===== src/rtl/keypad_scanner.sv =====
// 4x4 matrix keypad scanner: rotates an active-low column strobe, debounces whole sweeps
// and reports one accepted key as a hex code. Optional auto-repeat: define KEYPAD_AUTOREPEAT_EN.
module keypad_scanner #(
    parameter int SCAN_TICKS     = 100000,
    parameter int DEBOUNCE_SCANS = 4,
    parameter int REPEAT_SCANS   = 50
) (
    input  logic       clk,
    input  logic       rst,
    input  logic [3:0] row_n,
    output logic [3:0] col_n,
    output logic [3:0] key_code,
    output logic       key_valid,
    output logic       key_held
);
    // state    | meaning
    // S_IDLE   | no candidate key
    // S_DEBNC  | candidate seen in cnt_q consecutive sweeps
    // S_PRESS  | key accepted and still detected
    // S_RELS   | accepted key missing for cnt_q consecutive sweeps
    typedef enum logic [1:0] {S_IDLE, S_DEBNC, S_PRESS, S_RELS} state_t;

    localparam int DW = $clog2(SCAN_TICKS);
    localparam int BW = $clog2(DEBOUNCE_SCANS + 1);
    localparam logic [DW-1:0] DWELL_LAST = DW'(SCAN_TICKS - 1);
    localparam logic [BW-1:0] DB_N       = BW'(DEBOUNCE_SCANS);
    localparam logic [BW-1:0] DB_LAST    = BW'(DEBOUNCE_SCANS - 1);

    if (SCAN_TICKS < 2 || DEBOUNCE_SCANS < 1 || REPEAT_SCANS < 1) begin : g_bad_params
        $error("keypad_scanner: parameter out of range");
    end

    function automatic logic [3:0] code_of(input logic [3:0] pos);
        case (pos)
            4'd0:  code_of = 4'h1;  4'd1:  code_of = 4'h2;
            4'd2:  code_of = 4'h3;  4'd3:  code_of = 4'hA;
            4'd4:  code_of = 4'h4;  4'd5:  code_of = 4'h5;
            4'd6:  code_of = 4'h6;  4'd7:  code_of = 4'hB;
            4'd8:  code_of = 4'h7;  4'd9:  code_of = 4'h8;
            4'd10: code_of = 4'h9;  4'd11: code_of = 4'hC;
            4'd12: code_of = 4'h0;  4'd13: code_of = 4'hF;
            4'd14: code_of = 4'hE;  default: code_of = 4'hD;
        endcase
    endfunction

    logic [DW-1:0] dwell_q, dwell_d;
    logic [1:0]    col_q;
    logic [3:0]    col_n_q;
    logic [15:0]   mat_q, snap_q;
    logic          sweep_end_q, eval_q;
    logic          dwell_end;

    always_comb begin
        dwell_end = (dwell_q == DWELL_LAST);
        dwell_d   = dwell_end ? '0 : dwell_q + 1'b1;
    end

    // Matrix bit {row, col}; the sweep is snapshotted so the next sweep can overwrite mat_q.
    always_ff @(posedge clk) begin
        if (rst) begin
            dwell_q     <= '0;
            col_q       <= 2'd0;
            col_n_q     <= 4'b1110;
            mat_q       <= '0;
            snap_q      <= '0;
            sweep_end_q <= 1'b0;
            eval_q      <= 1'b0;
        end else begin
            dwell_q     <= dwell_d;
            sweep_end_q <= 1'b0;
            eval_q      <= sweep_end_q;
            if (sweep_end_q) snap_q <= mat_q;
            if (dwell_end) begin
                col_q   <= col_q + 2'd1;
                col_n_q <= {col_n_q[2:0], col_n_q[3]};
                for (int r = 0; r < 4; r++) mat_q[{2'(r), col_q}] <= ~row_n[2'(r)];
                if (col_q == 2'd3) sweep_end_q <= 1'b1;
            end
        end
    end

    logic       single, cand_hit;
    logic [3:0] hit_pos;
    state_t     state_q;
    logic [3:0] cand_q, key_code_q;
    logic [BW-1:0] cnt_q;
    logic       key_valid_q, key_held_q;

    always_comb begin
        single  = ($countones(snap_q) == 1);
        hit_pos = 4'd0;
        for (int i = 0; i < 16; i++) if (snap_q[4'(i)]) hit_pos = 4'(i);
        cand_hit = snap_q[cand_q];
    end

`ifdef KEYPAD_AUTOREPEAT_EN
    localparam int RW = $clog2(REPEAT_SCANS + 1);
    logic [RW-1:0] rep_q;
`endif

    always_ff @(posedge clk) begin
        if (rst) begin
            state_q     <= S_IDLE;
            cand_q      <= 4'd0;
            cnt_q       <= '0;
            key_code_q  <= 4'h0;
            key_valid_q <= 1'b0;
            key_held_q  <= 1'b0;
`ifdef KEYPAD_AUTOREPEAT_EN
            rep_q       <= '0;
`endif
        end else begin
            key_valid_q <= 1'b0;
            if (eval_q) begin
                case (state_q)
                    S_IDLE: if (single) begin
                        cand_q <= hit_pos;
                        cnt_q  <= BW'(1);
                        if (DEBOUNCE_SCANS == 1) begin
                            state_q     <= S_PRESS;
                            cnt_q       <= DB_N;
                            key_code_q  <= code_of(hit_pos);
                            key_valid_q <= 1'b1;
                            key_held_q  <= 1'b1;
`ifdef KEYPAD_AUTOREPEAT_EN
                            rep_q       <= '0;
`endif
                        end else begin
                            state_q <= S_DEBNC;
                        end
                    end
                    S_DEBNC: if (single && hit_pos == cand_q) begin
                        if (cnt_q == DB_LAST) begin
                            state_q     <= S_PRESS;
                            cnt_q       <= DB_N;
                            key_code_q  <= code_of(cand_q);
                            key_valid_q <= 1'b1;
                            key_held_q  <= 1'b1;
`ifdef KEYPAD_AUTOREPEAT_EN
                            rep_q       <= '0;
`endif
                        end else begin
                            cnt_q <= cnt_q + 1'b1;
                        end
                    end else if (single) begin
                        cand_q <= hit_pos;
                        cnt_q  <= BW'(1);
                    end else begin
                        state_q <= S_IDLE;
                    end
                    S_PRESS: if (cand_hit) begin
`ifdef KEYPAD_AUTOREPEAT_EN
                        if (rep_q == RW'(REPEAT_SCANS - 1)) begin
                            rep_q       <= '0;
                            key_valid_q <= 1'b1;
                        end else begin
                            rep_q <= rep_q + 1'b1;
                        end
`endif
                    end else if (DEBOUNCE_SCANS == 1) begin
                        state_q    <= S_IDLE;
                        key_held_q <= 1'b0;
                    end else begin
                        state_q <= S_RELS;
                        cnt_q   <= BW'(1);
                    end
                    default: if (cand_hit) begin
                        state_q <= S_PRESS;
                    end else if (cnt_q == DB_LAST) begin
                        state_q    <= S_IDLE;
                        cnt_q      <= DB_N;
                        key_held_q <= 1'b0;
                    end else begin
                        cnt_q <= cnt_q + 1'b1;
                    end
                endcase
            end
        end
    end

    assign col_n     = col_n_q;
    assign key_code  = key_code_q;
    assign key_valid = key_valid_q;
    assign key_held  = key_held_q;
endmodule


===== config.mk =====
export PLATFORM = sky130hd
export DESIGN_NAME = keypad_scanner
export DESIGN_NICKNAME = d
export VERILOG_FILES = /design/src/rtl/keypad_scanner.sv
export SDC_FILE = /design/constraint.sdc
export NUM_CORES = 1
export LEC_CHECK = 0
export ABC_CLOCK_PERIOD_IN_PS = 4100
export CORE_UTILIZATION = 53
export CTS_CLUSTER_DIAMETER = 120
export DETAILED_ROUTE_END_ITERATION = 16
export HOLD_SLACK_MARGIN = 0.05
export PLACE_DENSITY = 0.72
export REMOVE_ABC_BUFFERS = 1
export SLEW_MARGIN = 0
export SYNTH_ARGS = -nofsm -noshare
export SYNTH_HDL_FRONTEND = slang
export SYNTH_SLANG_ARGS = --single-unit

===== constraint.sdc =====
create_clock -name clk -period 4.1 [get_ports clk]
set_clock_uncertainty 0.05 [all_clocks]
set_input_delay 0.82 -clock clk [delete_from_list [all_inputs] [get_ports clk]]
set_output_delay 0.82 -clock clk [all_outputs]
set_load 0.05 [all_outputs]

==> summary.md <==
| Metric | Value |
|---|---|
| Reg2Reg Capture Point | state_q[0]$_SDFFE_PP0P_ |
| Hold Crit Class | register to register |
| Top FF cell, synth | dfxtp_1 |
| Clock transition at the registers of the reported paths | roughly 90 ps |
| Status | complete, no violations |
| TritonCTS clock tree | built |
| RSZ-0062 raised after global routing | false |
| Worst hold margin | roughly 400 ps |
| Most frequent cells in the layout | dfxtp_1 (55), nor2_1 (53), inv_1 (22) |
| Post-route ant nets | 0 |
| Die Wd | 75.32 um |
| Worst endpoint required time | 4250 ps |
| Hold Crit Start | key_held$_SDFFE_PP0P_ |
| Layout cells sized above 1 | 8.257% |
| Met2 usage | 32.04% |
| Slowest stage delay, CP | 440 ps |
| Initial Util | 55.43% |
| Total number of vias | roughly 2.1k |
| Layout fillers | a little under 500 |
| Cell area after synthesis | between 0.002 and 0.003 mm2 |
| Crit Path Max Fanout | 5 |
| H-tree Lvls | 2 |
| Drt wl/cell | 12.41 um |
| DIE AREA | 0.005672 mm2 |
| WL final | ~5000 um |
| Clock Root Buffer | clkbuf_8 |
| Slowest CP cell | fa_1 |
| GRT overflow | 0 |
| Final hold vios | 0 |
| Antenna cells | 0 |
| Peak supply drop | 0.2391 mV |
| Cell Count Post-Placement | 388 |
| Worst hold endpoint | key_held$_SDFFE_PP0P_ |
| Final Net Count | 351 |
| Dpl hpwl | 3578 um |
| Storage cell area | 0.001101 mm2 |
| Antenna violations before repair | 0 |
| Worst R2R Path Depth | 14 |
| IO Pins | 16 |
| Gr busiest metal | met2 |
| Setup-violating endpoint count in the final report | 0 |
| Via/cell ratio | 5.224 |
| Setup TNS | 0 ps |
| Post-synth ARST share | 0% |
| Worst path buffer plus inverter count | 4 |
| Max Clock Freq | 260.2 MHz |
| Worst skew pair latency | 300 ps |
| Clock tree sinks | 55 |
| Commonest non-fill, non-tap cell in the layout | dfxtp_1 |
| Period utilization | 93.74% |
| Family with the most delay on the worst path | adder cells |
| Unique masters post-synth | 53 |
| Gpl congestion | 0.7920 |
| Critical R2R Launch | snap_q[1]$_SDFFE_PP0P_ |
| Synth Instances | 313 |
| Largest net degree at the start of global routing | 24 |
| Tightest Pin Transition | 731.5 ps |
| Final cell count without fillers | 397 |
| Arrival time worst endpoint | 3990 ps |
| Multi-input gate area | 0.001592 mm2 |
| Post-synthesis sequential area ratio | 38.65% |
| Hold path cells | 2 |
| Gr usage total | between 10% and 20% |
| Yosys warning count | 0 |
| Worst setup EP type | register |
| DRT Pass-1 Iters | 4 |
| Yosys reg bits | 55 |
| Slew Viols, Final | 0 |
| CORE AREA | 0.005140 mm2 |
| Met3 Use GR | 3.571% |
| Number of DRC markers in iteration 0 | 137 |
| Average size of a mapped cell | 9.102 um2 |
| Max_slew headroom | between 50% and 60% |
| Max-cap violations | 0 |
| First-pass GRT wire length | approximately 8300 um |
| FF-to-FF setup slack | 260 ps |
| CTS buffer count | 5 |
| P_leak | approximately 1.2 nW |
| Vias in the first global route | 1886 |
| Max Buffers Root-to-Sink | 2 |
| I/O Buffers | 13 |
| Post-route DRC | 0 |
| Number of flops mapped to enable cells by yosys | 0 |
| Rows | 26 |
| DIE HEIGHT | 75.32 um |
| P per Cell Area | between 200 and 300 mW/mm2 |
| Crit path cell chain | fa_1 -> ha_1 -> inv_1 -> fa_1 -> inv_1 -> ha_1 -> inv_1 -> fa_1 -> a2111o_1 -> a21oi_2 -> buf_4 -> o2111a_1 -> nand2_1 -> o41ai_1 |
| Layout area overhead | 11.02% |
| Critical path class | register to register |
| Crit start category | register |
| Grt met1 use | 25.27% |
| Shortest period the worst path allows | 3843 ps |
[power by group]
group	leakage, nW	total [W]	switching, W	internal (W)
clock network	0.0612	0.000361	0.000164	0.000198
logic	0.687	0.0000182	0.0000119	0.00000629
registers	0.444	0.000539	0.00000236	0.000536
[metal layers]
metal / part of all wire, % / up-vias
li1: - / 1106
met5: 0 / -
met4: 0.97 / 0
met1: 50 / 954
met3: 1.2 / 4
met2: 48 / 10
[final cells by class]
| class | count | area share (%) |
|---|---|---|
| inverters | 22 | 2.611 |
| well taps | 70 | 2.769 |
| flip-flops and latches | 55 | 34.81 |
| multi-input cells | 222 | 50.32 |
| clock inverters | 2 | 1.108 |
| clock buffers | 6 | 2.611 |
| repair buffers | 20 | 5.775 |
[synthesized netlist by cell type, types with 4 or more instances]
library cell	instances	share of area [%]
a211oi_1	10	2.6
a21oi_1	7	1.2
nand2_1	16	2.1
and2_1	5	1.1
nor2_1	53	7.0
ha_1	15	6.6
and3_1	5	1.1
nor3_1	10	1.8
xnor2_1	6	1.8
nand3_1	7	1.2
mux2i_1	16	5.6
clkbuf_1	6	0.79
dfxtp_1	55	39
a211o_1	5	1.5
fa_1	4	2.8
inv_1	22	2.9
nor2b_1	5	1.1
xor2_1	10	3.1
o21ai_0	9	1.6
[logic make-up after synthesis]
family / Yosys count / synth area share (%)
adder cells (fa/ha/maj): 19 / 9.398
AO/OA/AOI/OAI: 49 / 13.04
AND/OR/NAND/NOR: 120 / 21.04
buffers and inverters: 36 / 5.621
flip-flops: 55 / 38.65
XOR/XNOR: 16 / 4.919
multiplexers: 18 / 7.334
[registers in the layout (all words and copies together) (netlist names)]
| name | cells |
|---|---|
| cand_q | 3 |
| cnt_q | 3 |
| col_n | 4 |
| col_q | 2 |
| dwell_q | 17 |
| eval_q | 1 |
| key_code | 4 |
| key_held | 1 |
| key_valid | 1 |
| mat_q | 8 |
| snap_q | 8 |
| state_q | 2 |
| sweep_end_q | 1 |
[repair_timing]
action	4_1_cts	5_1_grt
hold buffers	0	0
hold endpoints to repair	0	0
resized for setup	0	1
setup buffers	0	1
setup endpoints to repair	0	6
[worst reg2reg max path: cells and delay by family, from the launching register on]
family / cells / cell delay, ps
simple gates: 1 / 90
fa+ha+maj: 5 / 1660
flops: 1 / 410
buf+inv: 4 / 370
compound gates: 4 / 1180
[how the worst max path moves through the flow]
stage / startpoint / endpoint / slack (ps) / depth (start not counted)
after global routing: snap_q[1]$_SDFFE_PP0P_ / state_q[0]$_SDFFE_PP0P_ / 50 / 14
after CTS: snap_q[1]$_SDFFE_PP0P_ / key_code[0]$_SDFFE_PP0P_ / 70 / 14
after global placement: snap_q[1]$_SDFFE_PP0P_ / key_code[3]$_SDFFE_PP0P_ / 160 / 14
after floorplan: snap_q[3]$_SDFFE_PP0P_ / key_code[0]$_SDFFE_PP0P_ / 220 / 14
after detailed placement: snap_q[1]$_SDFFE_PP0P_ / key_code[0]$_SDFFE_PP0P_ / 80 / 14
final: snap_q[1]$_SDFFE_PP0P_ / state_q[0]$_SDFFE_PP0P_ / 260 / 14
[through the flow]
stage	util, %	worst slack, ps	cell area, um2	power (W)
after floorplan	-	219.9	2771	0.0005572
after global placement	59.03	162.9	3034	0.0005691
after detailed placement	59.03	81.32	3034	0.0005694
after CTS	61.32	69.94	3152	0.0009284
after global routing	61.54	48.93	3163	0.0009561
final	61.54	256.5	3163	0.0009182
No activity file was read; power rests on OpenSTA's default activity.
